`config.mk`:
```
export PLATFORM = sky130hd
export DESIGN_NAME = lif_neuron_multi
export DESIGN_NICKNAME = d
export VERILOG_FILES = /design/src/rtl/lif_neuron_multi.sv
export SDC_FILE = /design/constraint.sdc
export NUM_CORES = 1
export LEC_CHECK = 0
export CAP_MARGIN = 10
export CELL_PAD_IN_SITES_DETAIL_PLACEMENT = 1
export CELL_PAD_IN_SITES_GLOBAL_PLACEMENT = 2
export CORE_AREA = 2 2 143 145
export CTS_CLUSTER_DIAMETER = 150
export DETAILED_ROUTE_END_ITERATION = 16
export DIE_AREA = 0 0 145 147
export PLACE_DENSITY = 0.85
export REMOVE_ABC_BUFFERS = 1
export SLEW_MARGIN = 20
export SYNTH_ARGS = -nofsm -noshare
export SYNTH_HDL_FRONTEND = slang
export SYNTH_SLANG_ARGS = --single-unit
export TNS_END_PERCENT = 30
```
`constraint.sdc`:
```
create_clock -name clk -period 13.9 [get_ports clk]
set_input_delay 2.78 -clock clk [delete_from_list [all_inputs] [get_ports clk]]
set_output_delay 2.78 -clock clk [all_outputs]
set_load 0.05 [all_outputs]
```
`src/rtl/lif_neuron_multi.sv`:
```
// Multi-channel leaky integrate-and-fire neuron with per-channel short-term
// depression, adaptive clamped threshold, refractory counter and spike counter.
module lif_neuron_multi #(
   parameter int NUM_CH   = 4,
   parameter int IN_W     = 3,
   parameter int W_W      = 3,
   parameter int V_W      = 10,
   parameter int REFRAC   = 4,
   parameter int THR_UP   = 4,
   parameter int THR_DN   = 1,
   parameter int DEP_STEP = 3
) (
   input  logic                   clk,
   input  logic                   reset,
   input  logic                   enable,
   input  logic                   params_ready,
   input  logic [NUM_CH*IN_W-1:0] chan_in,
   input  logic [NUM_CH*W_W-1:0]  weight_in,
   input  logic [1:0]             leak_config,
   input  logic                   reset_mode,
   input  logic [V_W-1:0]         threshold_min,
   input  logic [V_W-1:0]         threshold_max,
   input  logic                   count_clr,
   output logic                   spike_out,
   output logic [V_W-1:0]         v_mem_out,
   output logic                   refractory,
   output logic [7:0]             spike_count
);

   localparam int S_W  = IN_W + W_W + $clog2(NUM_CH);
   localparam int N_W  = ((V_W > S_W) ? V_W : S_W) + 2;
   localparam int RC_W = (REFRAC > 0) ? $clog2(REFRAC + 1) : 1;

   logic [V_W-1:0]  v_mem;
   logic [V_W-1:0]  thr;
   logic [RC_W-1:0] refr_cnt;
   logic [W_W-1:0]  dep [NUM_CH];

   logic                  step;
   logic [2:0]            leak;
   logic [V_W-1:0]        thr_c;
   logic [W_W-1:0]        eff_w [NUM_CH];
   logic [S_W-1:0]        sum;
   logic signed [N_W-1:0] nv_s;
   logic [V_W-1:0]        new_v;
   logic [V_W-1:0]        v_leak;
   logic [V_W:0]          thr_up_w;
   logic [V_W:0]          thr_lo_w;
   logic [V_W-1:0]        thr_spk;
   logic [V_W-1:0]        thr_idle;
   logic                  fire;

   assign step       = enable && params_ready;
   assign leak       = {1'b0, leak_config} + 3'd1;
   assign v_mem_out  = v_mem;
   assign refractory = (refr_cnt != '0);

   always_comb begin
      if (thr < threshold_min)
         thr_c = threshold_min;
      else if (thr > threshold_max)
         thr_c = threshold_max;
      else
         thr_c = thr;
   end

   always_comb begin
      sum = '0;
      for (int i = 0; i < NUM_CH; i++) begin
         eff_w[i] = (weight_in[i*W_W +: W_W] > dep[i]) ? weight_in[i*W_W +: W_W] - dep[i] : '0;
         sum = sum + S_W'(chan_in[i*IN_W +: IN_W]) * S_W'(eff_w[i]);
      end
   end

   // Signed accumulate so a leak larger than v_mem + sum floors cleanly at zero.
   always_comb begin
      nv_s = $signed(N_W'(v_mem)) + $signed(N_W'(sum)) - $signed(N_W'(leak));
      if (nv_s < 0)
         new_v = '0;
      else if (nv_s > $signed(N_W'({V_W{1'b1}})))
         new_v = '1;
      else
         new_v = nv_s[V_W-1:0];
   end

   always_comb begin
      v_leak   = (v_mem > V_W'(leak)) ? v_mem - V_W'(leak) : '0;
      thr_up_w = {1'b0, thr_c} + (V_W+1)'(THR_UP);
      thr_spk  = (thr_up_w > {1'b0, threshold_max}) ? threshold_max : thr_up_w[V_W-1:0];
      thr_lo_w = {1'b0, threshold_min} + (V_W+1)'(THR_DN);
      thr_idle = ({1'b0, thr_c} > thr_lo_w) ? thr_c - V_W'(THR_DN) : threshold_min;
      fire     = step && (refr_cnt == '0) && (new_v >= thr_c);
   end

   always_ff @(posedge clk) begin
      if (reset) begin
         v_mem       <= '0;
         thr         <= threshold_min;
         refr_cnt    <= '0;
         spike_out   <= 1'b0;
         spike_count <= '0;
         for (int i = 0; i < NUM_CH; i++)
            dep[i] <= '0;
      end else begin
         spike_out <= 1'b0;
         if (step) begin
            thr <= fire ? thr_spk : thr_idle;
            if (refr_cnt != '0) begin
               refr_cnt <= refr_cnt - RC_W'(1);
               v_mem    <= v_leak;
            end else if (fire) begin
               spike_out <= 1'b1;
               refr_cnt  <= RC_W'(REFRAC);
               v_mem     <= reset_mode ? new_v - thr_c : '0;
            end else begin
               v_mem <= new_v;
            end
            for (int i = 0; i < NUM_CH; i++) begin
               if (fire) begin
                  if (chan_in[i*IN_W +: IN_W] != '0)
                     dep[i] <= (({1'b0, dep[i]} + (W_W+1)'(DEP_STEP)) > (W_W+1)'({W_W{1'b1}}))
                               ? '1 : dep[i] + W_W'(DEP_STEP);
               end else if (dep[i] != '0) begin
                  dep[i] <= dep[i] - W_W'(1);
               end
            end
         end
         // A clear that coincides with a spike keeps that spike counted.
         if (count_clr)
            spike_count <= fire ? 8'd1 : 8'd0;
         else if (fire && spike_count != 8'hFF)
            spike_count <= spike_count + 8'd1;
      end
   end

endmodule

```
* Word-level counts from Yosys, hierarchy flattened
Memory sizes are Yosys's and may differ from the RTL's.
Index checks and enable logic that the tools add are counted.
** Word-level totals
- Memories kept :: 1
- Flip-flop bits (word level) :: 32
- Input port bits :: 52
- Bits in writable memories :: 12
** Cells by class
- Muxes and demuxes :: 77
- Bitwise gates (word level) :: 9
- Magnitude comparators :: 16
- Reduce and logical (&&, ||, !) cells :: 19
- Equality and inequality tests :: 1
- Add/subtract/negate cells :: 29
- $mul :: 4
** Memories
- dep :: words 4, width 3, read ports 4, clocked after memory_dff 0, wr ports 4, line 37 : logic [W_W-1:0] dep [NUM_CH];
** Operator list (number)
- $mux W10 :: 13
- $mux W3 :: 18
- $mux W1 :: 44
- $reduce_bool A3 Y1 :: 9
- $mul A3 B3 Y6 :: 4
- $add A3 B2 Y4 const B :: 4
- $gt A4 B3 Y1 const B :: 4
- $mux W8 :: 2
- $sub A3 B1 Y3 const B :: 5
- $add A3 B2 Y3 const B :: 4
- $gt A12 B11 Y1 const B :: 1
- $gt A3 B3 Y1 :: 4
- $lt A12 B1 Y1 const B :: 1
- $sub A11 B3 Y12 :: 1
- $sub A3 B3 Y3 :: 4
- $add A10 B1 Y11 const B :: 1
- $add A10 B3 Y11 const B :: 1
- $add A10 B8 Y11 :: 1
- $gt A10 B11 Y1 :: 1
- $gt A11 B10 Y1 :: 1
- $ge A10 B10 Y1 :: 1
- $gt A10 B10 Y1 :: 1
- $gt A10 B3 Y1 :: 1
- $lt A10 B10 Y1 :: 1
- other kinds (16) :: 28

* Depth between registers and ports, before layout
Gate-level depths: netlist (run 1).
- Word-level depth :: 19
- Gate-level depth with buffers :: 44
- Gate-level depth less buffers :: 41

* Worst setup path after synthesis (run 1)
OpenSTA, ideal clock, no wires.
- Path kind :: input -> register
- Start :: in weight_in[3]
- End :: reg spike_count[0]
- Stages :: 42
- Slack :: 2.386 ns
- Setup time :: 0.128 ns
- Required time :: 13.772 ns
- Data arrival time :: 11.386 ns
- Cells stage by stage :: inv_1 > ha_1 > inv_1 > fa_1 > xor2_1 > and2_1 > nand2_1 > fa_1 > inv_1 > fa_1 > fa_1 > fa_1 > inv_1 > fa_1 > inv_1 > fa_1 > inv_1 > fa_1 > (+6 left out) > a21boi_1 > or2_2 > clkbuf_1 > buf_2 > o21ai_0 > ha_1 > inv_1 > fa_1 > a21o_1 > a21oi_1 > o22ai_1 > o311ai_1 > a21oi_1 > nand2_1 > a31oi_1 > nor3b_1 > a311oi_1 > nor2_1
** On the way
- Word-level cells in the longest chain between the ends :: 15
** RTL lines
- start: declaration :: line 18 : input logic [NUM_CH*W_W-1:0] weight_in,
- $sub A3 B3 Y3 or $gt A3 B3 Y1 (tied branches) :: line 70 : eff_w[i] = (weight_in[i*W_W +: W_W] > dep[i]) ? weight_in[i*W_W +: W_W] - dep[i] : '0;
- $mux W3 (*) :: line 70
- $mul A3 B3 Y6 (*) :: line 71 : sum = sum + S_W'(chan_in[i*IN_W +: IN_W]) * S_W'(eff_w[i]);
- $add A6 B6 Y7 (*) :: line 71
- $add A7 B6 Y8 (*) :: line 71
- $add A8 B6 Y8 (*) :: line 71
- $add A10 B8 Y11 (*) :: line 77 : nv_s = $signed(N_W'(v_mem)) + $signed(N_W'(sum)) - $signed(N_W'(leak));
- $sub A11 B3 Y12 (*) :: line 77
- $gt A12 B11 Y1 :: line 80 : else if (nv_s > $signed(N_W'({V_W{1'b1}})))
- $mux W10 :: line 80
- $mux W10 (*) :: line 78 : if (nv_s < 0)
- $ge A10 B10 Y1 (*) :: line 92 : fire = step && (refr_cnt == '0) && (new_v >= thr_c);
- $logic_and A1 B1 Y1 (*) :: line 92
- $mux W1 or $logic_and A1 B1 Y1 (tied branches) :: line 130, 131
- $mux W8 or $reduce_bool A2 Y1 (tied branches)
- end signal: assignment :: line 130 : spike_count <= fire ? 8'd1 : 8'd0;
- end signal: assignment :: line 132 : spike_count <= spike_count + 8'd1;
- end: declaration :: line 27 : output logic [7:0] spike_count
Every way passes the cells marked *; elsewhere a longest branch is shown, timed or not.
A chain may end at the register's enable or synchronous reset.

* Worst setup path after layout (run 1)
- Start :: in weight_in[7]
- End :: reg spike_count[5]
** On the way
- Word-level cells in the longest chain between the ends :: 14
** RTL lines
- $sub A3 B3 Y3 or $gt A3 B3 Y1 (tied branches) :: line 70
- $mux W3 (*) :: line 70
- $mul A3 B3 Y6 (*) :: line 71
- $add A7 B6 Y8 (*) :: line 71
- $add A8 B6 Y8 (*) :: line 71
- $add A10 B8 Y11 (*) :: line 77
- $sub A11 B3 Y12 (*) :: line 77
- $gt A12 B11 Y1 :: line 80
- $mux W10 :: line 80
- $mux W10 (*) :: line 78
- $ge A10 B10 Y1 (*) :: line 92
- $logic_and A1 B1 Y1 (*) :: line 92
- $logic_and A1 B1 Y1 (*) :: line 131 : else if (fire && spike_count != 8'hFF)
- $reduce_bool A2 Y1 (no line) (*)
Marked as above.

==> out/results.ini, run 1 <==
[worst_setup_path]
crit_fanout = 16
cpMaxStageDelayCell = a31oi_1
crit_path_start_kind = input port
crit_top_cell = fa_1
end_kind = flip-flop
slowest_delay_ns = 0.61
crit_type = input port to flip-flop
cp.arrival_ns = 12.94
crit_required_ns = 14.09

[synth]
syn-cell-area_mm2 = 0.007015
ys_types = 66
ys.flop_type = edfxtp_1
synth-edff-count = 22
async_flop_share_pct = 0
synth_top_area_share_pct = 20.15
yosysMostFrequentCell = inv_1
synth.avg_cell_area_um2 = 8.535
synth_top_cell_by_area = ha_1
synth.area.top_cells = ha_1, fa_1, edfxtp_1
synth_common_cells = inv_1, ha_1, nand2_1, nor2_1, a21oi_1
synth-seq-cells = 44
syn_inst = 822
seq_area_frac_synth_pct = 15.69
ys_warn_count = 0

[clock_network]
clk_pin_slew_ns = 0.08
clock_path_buffers = 2
cts_max_level = 2
postCtsResizedCells = 0
cts_tree = yes
cts-root-buf = clkbuf_16
cts_buffers = 5
hold_buffers = 0
clk_latency_ns = 0.31
clock-sinks = 44
postCtsSetupRepairBufs = 0

[global_route]
track_usage_pct = 19.60
grt_max_degree = 20
antenna_found_initial = 0
grt_overflow = 0
grt_pass1_wl_um = 33490
grt_pass1_vias = 6423

[routing]
antenna_left = 0
drc = 0
drt-pass1-iter-count = 4
vias = 6080
post_drt_wl_per_cell_um = 17.56
drtIter0Drc = 295
vias_per_cell = 5.250
wl_um = 20330

[die]
coreArea_mm2 = 0.01984
row_count = 52
die_w_um = 145
ioPinCount = 72
dieArea_mm2 = 0.02132
start_util_pct = 35.35
dieHeight_um = 147

[timing]
slew_headroom_pct = 45.16
worst_pin_slew_ns = 0.8067
setup_violations = 0
period_needed_ns = 12.75
max_freq_mhz = 78.42
whs_ns = 0.4961
rsz0062_at_grt = false
drv_slew = 0
fin_crit_sh_pct = 91.74
fin_tns_setup_ns = 0
skew_ns = 0.01474
finalHoldViolations = 0

[cells_and_area]
num-nets-final = 1093
drive_above_1_share_pct = 3.716
area_delta_synth_final_pct = 16.80
nFillCells = 2384
antennaDiodeCount = 0

[worst_hold_path]
hp-class = flip-flop to flip-flop

[placed_design]
port_buffers = 71
place_congestion = 0.8224
dp_hpwl_um = 17420

[job]
maxCapViolations = 0

[run_status]
outcome = finished clean

-- per-stage QoR --
stage / std cells / setup WS, ns / util (%) / cell area [um^2]
detailed placement: 1150 / 0.8540 / 40.37 / 8010
CTS: 1158 / 1.097 / 41.29 / 8194
floorplan: 807 / 2.587 / - / 6947
global route: 1158 / 0.1043 / 41.29 / 8194
global placement: 1150 / 1.243 / 40.37 / 8010
finish: 1158 / 1.148 / 41.29 / 8194
-- final cells by class --
type,instances,area (um^2),share of cell area [%]
Sequential cell,44,1101,13.44
Tap cell,270,337.8,4.123
Multi-Input combinational cell,629,5343,65.20
Clock inverter,1,30.03,0.3665
Timing Repair Buffer,73,725.7,8.856
Clock buffer,7,153.9,1.878
Inverter,134,503.0,6.138
-- cell usage in the layout (no fill, tap or decap), types with 7 or more instances in the layout --
master           synthesis  routed
inv_1                  133     133
ha_1                   113     113
clkdlybuf4s50_1          0      71
nand2_1                 53      53
nor2_1                  53      53
a21oi_1                 46      46
fa_1                    41      41
xnor2_1                 29      29
edfxtp_1                22      22
dfxtp_1                 22      22
nor3_1                  20      20
and3_1                  18      18
o21ai_0                 17      17
mux2i_1                 17      17
o211ai_1                17      17
nand3_1                 16      16
and2_1                  16      16
a21o_1                  15      15
o21a_1                  15      15
xor2_1                  14      14
nand4_1                 13      13
a221oi_1                12      12
nor2b_1                 11      11
o21ai_1                  8       8
a31oi_1                  8       8
nand2b_1                 7       7
-- worst paths after layout --
| kind | from | to | slack (ns) | cells past startpoint |
|---|---|---|---|---|
| setup reg to reg | dep[3][1] | spike_count[5] | 3.67 | 40 |
| setup / recovery | weight_in[7] | spike_count[5] | 1.15 | 40 |
| hold reg to reg | refr_cnt[2] | refr_cnt[2] | 0.50 | 2 |
| hold / removal | refr_cnt[2] | refr_cnt[2] | 0.50 | 2 |
-- logic make-up (layout without fill, tap and decap cells) --
kind of cell,after synthesis,after routing,synth area share [%]
simple gates,226,226,16.39
compound gates,175,175,17.28
fa+ha+maj,154,154,31.85
buf+inv,149,215,8.150
flops,44,44,15.69
xor+xnor,43,43,5.368
mux,31,31,5.261
-- worst max-delay path, delay by kind of cell --
| family | cells | cell delay, ns |
|---|---|---|
| simple gates | 7 | 1.35 |
| xor+xnor | 1 | 0.18 |
| fa+ha+maj | 10 | 4.40 |
| compound gates | 16 | 3.44 |
| buf+inv | 6 | 0.77 |
-- layer usage --
metal | track usage, % | wire length, um | vias up
met5 | 0 | 0 | -
met4 | 3.960 | 273 | 0
met3 | 2.236 | 611 | 15
met2 | 33.79 | 9630 | 76
met1 | 26.63 | 9817 | 2986
li1 | - | - | 3003
-- state kept, by name (all words and copies together) (netlist names) --
register	flops
refr_cnt	3
thr	10
v_mem_out	10
dep	12
spike_out	1
spike_count	8
Power of run 1 is left out: the tool's default activity adds up to more than one toggle a clock period on the data nets, which glitch-free logic cannot reach.
==> run 2, diff against run 1 <==
--- a/config.mk
+++ b/config.mk
@@ -5,14 +5,15 @@
 export SDC_FILE = /design/constraint.sdc
 export NUM_CORES = 1
 export LEC_CHECK = 0
+export ABC_AREA = 1
 export CAP_MARGIN = 10
 export CELL_PAD_IN_SITES_DETAIL_PLACEMENT = 1
 export CELL_PAD_IN_SITES_GLOBAL_PLACEMENT = 2
-export CORE_AREA = 2 2 143 145
+export CORE_AREA = 2 2 152 154
 export CTS_CLUSTER_DIAMETER = 150
 export DETAILED_ROUTE_END_ITERATION = 16
-export DIE_AREA = 0 0 145 147
-export PLACE_DENSITY = 0.85
+export DIE_AREA = 0 0 154 156
+export PLACE_DENSITY = 0.87
 export REMOVE_ABC_BUFFERS = 1
 export SLEW_MARGIN = 20
 export SYNTH_ARGS = -nofsm -noshare
==> run 2 against run 1 <==
Compared with the run above: final cell count up 24%; synthesized cell count up 32%; via count up 17%; critical path depth up 1; wire length up 15%; largest cell class unchanged; final area up 6.0%; synthesized area up 7.2%; clock skew down 0.0072 ns; global-route usage up 0.76 points.
==> out/results.ini, run 2 <==
[run_status]
outcome = finished clean  ; unchanged

[worst_setup_path]
reg2reg_depth = 38  ; was 40
crit_path_start_kind = input port  ; unchanged
path_delay_family = adder cells  ; unchanged
end_kind = flip-flop  ; unchanged
crit_required_ns = 14.09  ; about the same
cpMaxStageDelayCell = fa_1  ; was a31oi_1
cp.arrival_ns = 11.48  ; was 12.94 ns
crit_top_cell = inv_1  ; was fa_1
crit_cells = 41  ; was 40
crit_type = input port to flip-flop  ; unchanged
slowest_delay_ns = 0.55  ; was 0.61 ns
cp.buffers_inverters = 13  ; was 6
crit_fanout = 10  ; was 16

[routing]
vias = 7129  ; was 6080
wl_um = 23400  ; was 20330 um
vias_per_cell = 4.954  ; was 5.250
post_drt_wl_per_cell_um = 16.26  ; was 17.56 um
drtIter0Drc = 313  ; was 295
highest_layer = met4  ; unchanged
wl_met2_um = 10680  ; was 9630 um
wl_met1_um = 11860  ; was 9817 um
drc = 0  ; unchanged
dr_wl_met3_um = 547  ; was 611 um
drt-pass1-iter-count = 4  ; unchanged
antenna_left = 0  ; unchanged

[synth]
synth_top_family_by_area = adder cells  ; unchanged
ys.flop_type = edfxtp_1  ; unchanged
synth_top_area_share_pct = 18.80  ; was 20.15%
seq_area_frac_synth_pct = 14.64  ; was 15.69%
synth_top_cell_by_area = ha_1  ; unchanged
synth_compound_area_share_pct = 12.29  ; was 17.28%
synth-edff-count = 22  ; unchanged
synth.avg_cell_area_um2 = 6.927  ; was 8.535 um^2
ys_warn_count = 0  ; unchanged
synth.area.top_cells = ha_1, inv_1, nand2_1  ; was ha_1, fa_1, edfxtp_1
yosys.area_share.simple_pct = 26.45  ; was 16.39%
synth_fa_ha_area_share_pct = 29.71  ; was 31.85%
synth_xor_area_share_pct = 4.192  ; was 5.368%
syn_inst = 1086  ; was 822
synth.area.mux_share_pct = 0  ; was 5.261%
synth-seq-cells = 44  ; unchanged
ys_types = 53  ; was 66
syn-cell-area_mm2 = 0.007522  ; was 0.007015 mm^2
synth_common_cells = inv_1, nand2_1, ha_1  ; was inv_1, ha_1, nand2_1, nor2_1, a21oi_1
async_flop_share_pct = 0  ; unchanged
yosysMostFrequentCell = inv_1  ; unchanged

[clock_network]
clock_path_buffers = 2  ; unchanged
clk_latency_ns = 0.30  ; was 0.31 ns
hold_buffers = 0  ; unchanged
clk_pin_slew_ns = 0.07  ; was 0.08 ns
cts_buffers = 5  ; unchanged
clock-sinks = 44  ; unchanged
cts_tree = yes  ; unchanged
cts-root-buf = clkbuf_16  ; unchanged
postCtsSetupRepairBufs = 0  ; unchanged
cts_max_level = 2  ; unchanged
postCtsResizedCells = 0  ; unchanged

[cells_and_area]
largest_reg_flops = 12  ; unchanged
antennaDiodeCount = 0  ; unchanged
largest-register = dep  ; unchanged
num-nets-final = 1359  ; was 1093
area_delta_synth_final_pct = 15.45  ; was 16.80%
final_common_cell = inv_1  ; unchanged
layout.area.seq_mm2 = 0.001101  ; unchanged
drive_above_1_share_pct = 4.679  ; was 3.716%
final_cell_mix = inv_1, nand2_1, ha_1, nor2_1, nand3_1  ; was inv_1, ha_1, clkdlybuf4s50_1, nand2_1, nor2_1
nFillCells = 2851  ; was 2384
multi_input_area_mm2 = 0.005464  ; was 0.005343 mm^2

[die]
row_count = 55  ; was 52
start_util_pct = 33.63  ; was 35.35%
coreArea_mm2 = 0.02237  ; was 0.01984 mm^2
dieArea_mm2 = 0.02402  ; was 0.02132 mm^2
die_w_um = 154  ; was 145 um
ioPinCount = 72  ; unchanged
dieHeight_um = 156  ; was 147 um

[placed_design]
place_congestion = 0.8563  ; was 0.8224
port_buffers = 71  ; unchanged
dp_hpwl_um = 20140  ; was 17420 um

[global_route]
antenna_found_initial = 0  ; unchanged
grt_overflow = 0  ; unchanged
grt_max_degree = 18  ; was 20
grt_pass1_wl_um = 39210  ; was 33490 um
track_usage_pct = 20.36  ; was 19.60%
grt_pass1_vias = 7646  ; was 6423

[timing]
skew_ns = 0.007505  ; was 0.01474 ns
period_needed_ns = 11.29  ; was 12.75 ns
worst_pin_slew_ns = 0.7338  ; was 0.8067 ns
finalHoldViolations = 0  ; unchanged
fin_crit_sh_pct = 81.21  ; was 91.74%
rsz0062_at_grt = false  ; unchanged
drv_slew = 0  ; unchanged
fin_tns_setup_ns = 0  ; unchanged
slew_headroom_pct = 50.66  ; was 45.16%
setup_violations = 0  ; unchanged
max_freq_mhz = 88.58  ; was 78.42 MHz

[worst_hold_path]
hp-class = flip-flop to flip-flop  ; unchanged
min_path_cells = 2  ; unchanged

[job]
maxCapViolations = 0  ; unchanged

[run 2: cell count changes after synthesis, sizes merged, moves of 12 or more]
| cell | delta |
|---|---|
| inv | +96 |
| xnor2 | -18 |
| mux2i | -22 |
| nand3 | +64 |
| o211ai | -14 |
| nand2 | +187 |
| a21o | -12 |
| o21ai | +44 |
| nor2 | +37 |
| o21a | -12 |
| nor3 | -12 |
| and3 | -18 |
| a21oi | +14 |
| and2 | -15 |
[run 2: layer usage]
metal	up-vias	track usage (%)
li1	3614	-
met1	3397	28.66
met2	103	34.08
met3	15	1.972
met4	0	3.961
met5	-	0
[run 2: logic make-up (layout without fill, tap and decap cells)]
| family | after synthesis | in the layout |
|---|---|---|
| buf+inv | 244 | 312 |
| flops | 44 | 44 |
| xor+xnor | 36 | 36 |
| compound gates | 166 | 166 |
| simple gates | 442 | 442 |
| fa+ha+maj | 154 | 154 |
[run 2: layout make-up]
class	instances	share of cell area, %
multi-input cells	798	62.92
flip-flops and latches	44	12.68
inverters	231	10.01
repair buffers	73	8.356
well taps	285	4.106
clock buffers	5	1.441
clock inverters	3	0.4898
[run 2: stage by stage]
step                      cell area (um^2)  utilization [%]  std cells  hold WS, ns  setup slack, ns
after global routing                  8685            38.83       1439       0.5147            1.877
after CTS                             8685            38.83       1439       0.4801            2.546
after floorplan                       7435                -       1073       0.4435            3.450
final                                 8685            38.83       1439       0.4765            2.611
after detailed placement              8517            38.08       1431       0.4690            2.267
after global placement                8517            38.08       1431       0.4551            2.563
[run 2: worst paths after layout]
check | from | to | slack, ns
max | weight_in[9] | refr_cnt[2] | 2.61
min | spike_count[4] | spike_count[4] | 0.48
max reg2reg | dep[1][0] | refr_cnt[2] | 5.11
min reg2reg | spike_count[4] | spike_count[4] | 0.48
[run 2: tightest hold or removal path, cell delays in order, from the launching register on]
cell	delay, ns
dfxtp_1	0.33
inv_1	0.05
a21oi_1	0.05
Power of run 2 is left out for the same reason.
==> run 3, diff against run 2 <==
--- a/config.mk
+++ b/config.mk
@@ -9,11 +9,11 @@
 export CAP_MARGIN = 10
 export CELL_PAD_IN_SITES_DETAIL_PLACEMENT = 1
 export CELL_PAD_IN_SITES_GLOBAL_PLACEMENT = 2
-export CORE_AREA = 2 2 152 154
+export CORE_AREA = 2 2 162 164
 export CTS_CLUSTER_DIAMETER = 150
 export DETAILED_ROUTE_END_ITERATION = 16
-export DIE_AREA = 0 0 154 156
-export PLACE_DENSITY = 0.87
+export DIE_AREA = 0 0 164 166
+export PLACE_DENSITY = 0.81
 export REMOVE_ABC_BUFFERS = 1
 export SLEW_MARGIN = 20
 export SYNTH_ARGS = -nofsm -noshare
==> constraint.sdc (replaced) <==
create_clock -name clk -period 9.66 [get_ports clk]
set_input_delay 1.932 -clock clk [delete_from_list [all_inputs] [get_ports clk]]
set_output_delay 1.932 -clock clk [all_outputs]
set_load 0.05 [all_outputs]
==> run 3 against run 2 <==
Compared with the run above: critical path depth down 1; global-route usage decreased by 2.1 points; sequential share of layout area is 1.7 points lower; largest cell class unchanged; critical path type unchanged; non-clock buffer count grew 99; hold slack lost 0.010 ns.
==> out/results.ini, run 3 (synthesis results as in run 2) <==
[cells_and_area]
largest_reg_flops = 12  ; unchanged
nFillCells = 3198  ; was 2851
fin_util_pct = 39.28  ; was 38.83%
final_common_cell = nand2_1  ; was inv_1
largest-register = dep  ; unchanged
drive_above_1_share_pct = 22.09  ; was 4.679%
num-nets-final = 1459  ; was 1359
final_cell_mix = nand2_1, inv_1, ha_1, buf_4, nor2_1  ; was inv_1, nand2_1, ha_1, nor2_1, nand3_1
stdcell_count = 1589  ; was 1439
area_delta_synth_final_pct = 33.75  ; was 15.45%
antennaDiodeCount = 0  ; unchanged

[worst_setup_path]
end_kind = flip-flop  ; unchanged
cpMaxStageDelayCell = fa_2  ; was fa_1
crit_top_cell = fa_1  ; was inv_1
crit_required_ns = 9.73  ; was 14.09 ns
slowest_delay_ns = 0.57  ; was 0.55 ns
crit_fanout = 4  ; was 10
cp.buffers_inverters = 12  ; was 13
path_delay_family = adder cells  ; unchanged
cp.arrival_ns = 9.47  ; was 11.48 ns
crit_type = input port to flip-flop  ; unchanged
crit_path_start_kind = input port  ; unchanged

[clock_network]
cts_max_level = 2  ; unchanged
clk_latency_ns = 0.31  ; was 0.30 ns
clk_pin_slew_ns = 0.07  ; about the same
cts-root-buf = clkbuf_16  ; unchanged
clock-sinks = 44  ; unchanged
clock_path_buffers = 2  ; unchanged
cts_tree = yes  ; unchanged
cts_buffers = 5  ; unchanged

[die]
dieArea_mm2 = 0.02722  ; was 0.02402 mm^2
coreArea_mm2 = 0.02562  ; was 0.02237 mm^2
start_util_pct = 29.37  ; was 33.63%
ioPinCount = 72  ; unchanged
dieHeight_um = 166  ; was 156 um
row_count = 59  ; was 55
die_w_um = 164  ; was 154 um

[timing]
skew_ns = 0.01091  ; was 0.007505 ns
setup_violations = 0  ; unchanged
finalHoldViolations = 0  ; unchanged
period_needed_ns = 9.399
max_freq_mhz = 106.4
fin_crit_sh_pct = 97.29
drv_slew = 0  ; unchanged
worst_pin_slew_ns = 0.9211  ; was 0.7338 ns
slew_headroom_pct = 38.37  ; was 50.66%

[placed_design]
place_congestion = 0.8488  ; was 0.8563
port_buffers = 71  ; unchanged
dp_hpwl_um = 20880  ; was 20140 um
dp_cells = 1568  ; was 1431

[job]
maxCapViolations = 0  ; unchanged

[run_status]
outcome = finished clean  ; unchanged

[routing]
post_drt_wl_per_cell_um = 15.70  ; was 16.26 um
drt-pass1-iter-count = 4  ; unchanged
drc = 0  ; unchanged
wl_um = 24950  ; was 23400 um
vias = 7532  ; was 7129
antenna_left = 0  ; unchanged
drtIter0Drc = 290  ; was 313
vias_per_cell = 4.740  ; was 4.954

[global_route]
grt_overflow = 0  ; unchanged
track_usage_pct = 18.22  ; was 20.36%
grt_pass1_vias = 7738  ; was 7646
grt_pass1_wl_um = 39580  ; was 39210 um
grt_max_degree = 18  ; unchanged
antenna_found_initial = 0  ; unchanged

[worst_hold_path]
hp-class = flip-flop to flip-flop  ; unchanged

==> run 3: layer usage <==
| metal | routed length [um] | global-route usage (%) | up-vias |
|---|---|---|---|
| li1 | - | - | 3826 |
| met1 | 11970 | 25.41 | 3626 |
| met2 | 12120 | 31.17 | 66 |
| met3 | 557 | 1.548 | 14 |
| met4 | 297 | 2.708 | 0 |
| met5 | 0 | 0 | - |
==> run 3: per-stage QoR <==
| step | hold WS (ns) | setup TNS, ns | instance area [um^2] | setup slack (ns) |
|---|---|---|---|---|
| floorplan | 0.4435 | 0 | 7435 | 0.05766 |
| global placement | 0.4494 | -28.72 | 9233 | -0.7056 |
| detailed placement | 0.4590 | -34.09 | 9233 | -0.8196 |
| CTS | 0.4714 | 0 | 9620 | 0.007012 |
| global route | 0.5055 | -0.7099 | 10060 | -0.06856 |
| finish | 0.4665 | 0 | 10060 | 0.2615 |
==> run 3: final timing paths <==
check            startpoint              to  slack (ns)  depth (start not counted)
max            weight_in[7]       dep[0][0]        0.26                         40
min          spike_count[4]  spike_count[4]        0.47                          2
max reg2reg       dep[2][0]       dep[0][0]        1.85                         40
min reg2reg  spike_count[4]  spike_count[4]        0.47                          2
==> run 3: repair_timing <==
action                     in CTS  in global routing
pin swaps                      19                 72
buffers inserted                4                 10
cloned                          1                  0
setup endpoints to repair      56                 56
hold buffers                    0                  0
gates resized for setup        58                112
==> run 3: tightest hold or removal path, delay by kind of cell, from the launching register on <==
family / cells / cell delay, ns
AO/OA/AOI/OAI: 1 / 0.05
buffers and inverters: 1 / 0.05
flip-flops: 1 / 0.33
==> run 3: cell type report <==
cell class,instances,area [um^2],share of cell area (%)
Tap cell,335,419.2,4.166
Inverter,231,875.8,8.705
Multi-Input combinational cell,799,5993,59.57
Clock inverter,3,42.54,0.4228
Clock buffer,5,125.1,1.244
Timing Repair Buffer,172,1504,14.95
Sequential cell,44,1101,10.94
Power of run 3 is left out for the same reason.
==> RTL change (flow settings as in run 1) <==
Change the parameter `NUM_CH` from 4 to 2.
--- a/src/rtl/lif_neuron_multi.sv
+++ b/src/rtl/lif_neuron_multi.sv
@@ -1,7 +1,7 @@
 // Multi-channel leaky integrate-and-fire neuron with per-channel short-term
 // depression, adaptive clamped threshold, refractory counter and spike counter.
 module lif_neuron_multi #(
-   parameter int NUM_CH   = 4,
+   parameter int NUM_CH   = 2,
    parameter int IN_W     = 3,
    parameter int W_W      = 3,
    parameter int V_W      = 10,
Interface: changed (resized chan_in and weight_in); port bits go from 72 to 60. No check against the original RTL was run, so the function may have changed too.
==> RTL change against run 1 <==
Hold slack worse by 38 ps; largest cell class unchanged; maximum frequency rose by 7.1%; wire length fell by 10%; critical endpoint is now dep[1][2]$_DFFE_PP_; sequential cell count is 6 lower; highest routed layer unchanged; first-iteration DRC count up 2.7%; worst setup slack improved by 850 ps; area after synthesis down 17%; final area decreased by 16%.
Power is left out: the tool's default activity adds up to more than one toggle a clock period on the data nets, which glitch-free logic cannot reach.
==> RTL change: results (changes against run 1) <==
| Metric | Value |
|---|---|
| Layout cells sized above 1 | `3.856% (was 3.716%)` |
| First-pass GRT wire length | `29,790 um (was 33,490 um)` |
| Ant diodes | `0 (unchanged)` |
| Largest net degree at the start of global routing | `26 (was 20)` |
| Crit path DAT | `11,950 ps (was 12,940 ps)` |
| Worst-path maximum fanout | `9 (was 16)` |
| Post-CTS Setup Bufs | `0 (unchanged)` |
| CTS Buffer Depth | `2 (unchanged)` |
| Root Buffer | `clkbuf_16 (unchanged)` |
| Hpwl dp | `15,120 um (was 17,420 um)` |
| Worst path slowest cell | `fa_1 (was a31oi_1)` |
| Status | `complete, no violations (unchanged)` |
| RD Place Congestion | `0.8868 (was 0.8224)` |
| Sequential fraction of the synthesis area | `15.83% (was 15.69%)` |
| Hold crit path type | `reg -> reg (unchanged)` |
| Vias in the first global route | `5,464 (was 6,423)` |
| Synth top cells by count | `inv_1 (100), ha_1 (95), nor2_1 (48) (was inv_1 (133), ha_1 (113), nand2_1 (53), nor2_1 (53), a21oi_1 (46))` |
| Max stage delay on crit path | `550 ps (was 610 ps)` |
| CTS resizes | `0 (unchanged)` |
| Final #Nets | `934 (was 1,093)` |
| Syn Inst Count | `722 (was 822)` |
| Routed len/inst | `17.41 um (was 17.56 um)` |
| Port bufs | `59 (was 71)` |
| CTS clk-pin slew, worst paths | `60 ps (was 80 ps)` |
| Ys flop type | `dfxtp_1 (was edfxtp_1)` |
| Yosys warns | `0 (unchanged)` |
| Cts bufs inserted | `5 (unchanged)` |
| GRT Total Usage | `17.33% (was 19.60%)` |
| H-tree levels | `2 (unchanged)` |
| DRT iter0 DRCs | `303 (was 295)` |
| Placed Cells | `1,040 (was 1,150)` |
| Worst-skew pair later-pin latency | `300 ps` |
| Skew final | `9.416 ps (was 14.74 ps)` |
| DR vias | `5,387 (was 6,080)` |
| Antenna violations before repair | `0 (unchanged)` |
| Distinct cells, synth | `66 (unchanged)` |
| EDFF count, synth | `16 (was 22)` |
| Top cells by area, synth | `ha_1 (20%), edfxtp_1 (8.3%), dfxtp_1 (7.6%) (was ha_1 (20%), fa_1 (12%), edfxtp_1 (9.4%))` |
| Drt pass-1 iters | `5 (was 4)` |
| Asr flop ratio synth | `0% (unchanged)` |
| Final WL | `18,240 um (was 20,330 um)` |
| Slew at the pin with the worst max-slew slack | `879.3 ps (was 806.7 ps)` |
==> RTL change: worst paths after layout <==
check | end | slack (ps) | cells after the start | from
hold / removal | refr_cnt[2]$_SDFFE_PP0P_ | 460 | 2 | refr_cnt[2]$_SDFFE_PP0P_
setup reg to reg | dep[1][2]$_DFFE_PP_ | 4510 | 37 | dep[1][1]$_DFFE_PP_
hold reg to reg | refr_cnt[2]$_SDFFE_PP0P_ | 460 | 2 | refr_cnt[2]$_SDFFE_PP0P_
setup / recovery | dep[1][2]$_DFFE_PP_ | 2000 | 37 | weight_in[4]
==> RTL change: logic make-up (layout without fill, tap and decap cells) <==
kind of cell | after synthesis | in the layout | share of synthesized area, %
and+or+nand+nor | 219 | 219 | 18.76
AOI/OAI and AO/OA | 180 | 180 | 21.79
adders and majority gates | 117 | 117 | 28.01
buffers and inverters | 117 | 173 | 7.873
xor gates and xnor gates | 49 | 49 | 7.378
DFF | 38 | 38 | 15.83
muxes | 2 | 2 | 0.3657
==> RTL change: worst max-delay path, delay by kind of cell <==
family | cells | cell delay [ps]
adders and majority gates | 9 | 3530
AOI/OAI and AO/OA | 15 | 2960
and+or+nand+nor | 5 | 960
muxes | 1 | 270
buffers and inverters | 6 | 910
xor gates and xnor gates | 1 | 510
==> RTL change: layer usage <==
metal	part of all wire [%]	GRT usage [%]	vias to the layer above
met5	0	0	-
li1	-	-	2685
met2	44	27.90	94
met4	1.4	4.307	0
met1	50	24.78	2590
met3	3.6	1.988	18
==> RTL change: stage by stage <==
step / setup slack, ps / area, sq um / hold WS, ps / utilization [%]
2_1_floorplan: 3359 / 5738 / 430.3 / -
3_3_place_gp: 2011 / 6704 / 443.8 / 33.78
3_5_place_dp: 1692 / 6704 / 452.7 / 33.78
4_1_cts: 2005 / 6852 / 460.1 / 34.53
5_1_grt: 1281 / 6857 / 516.3 / 34.55
6_report: 1997 / 6857 / 457.7 / 34.55
==> RTL change: final cells by class <==
cell class                      count  area [sq um]
Inverter                          101         379.1
Timing Repair Buffer               64         628.1
Sequential cell                    38         920.9
Clock inverter                      1         5.005
Tap cell                          270         337.8
Fill cell                        2376         12990
Clock buffer                        7         142.6
Multi-Input combinational cell    567          4443
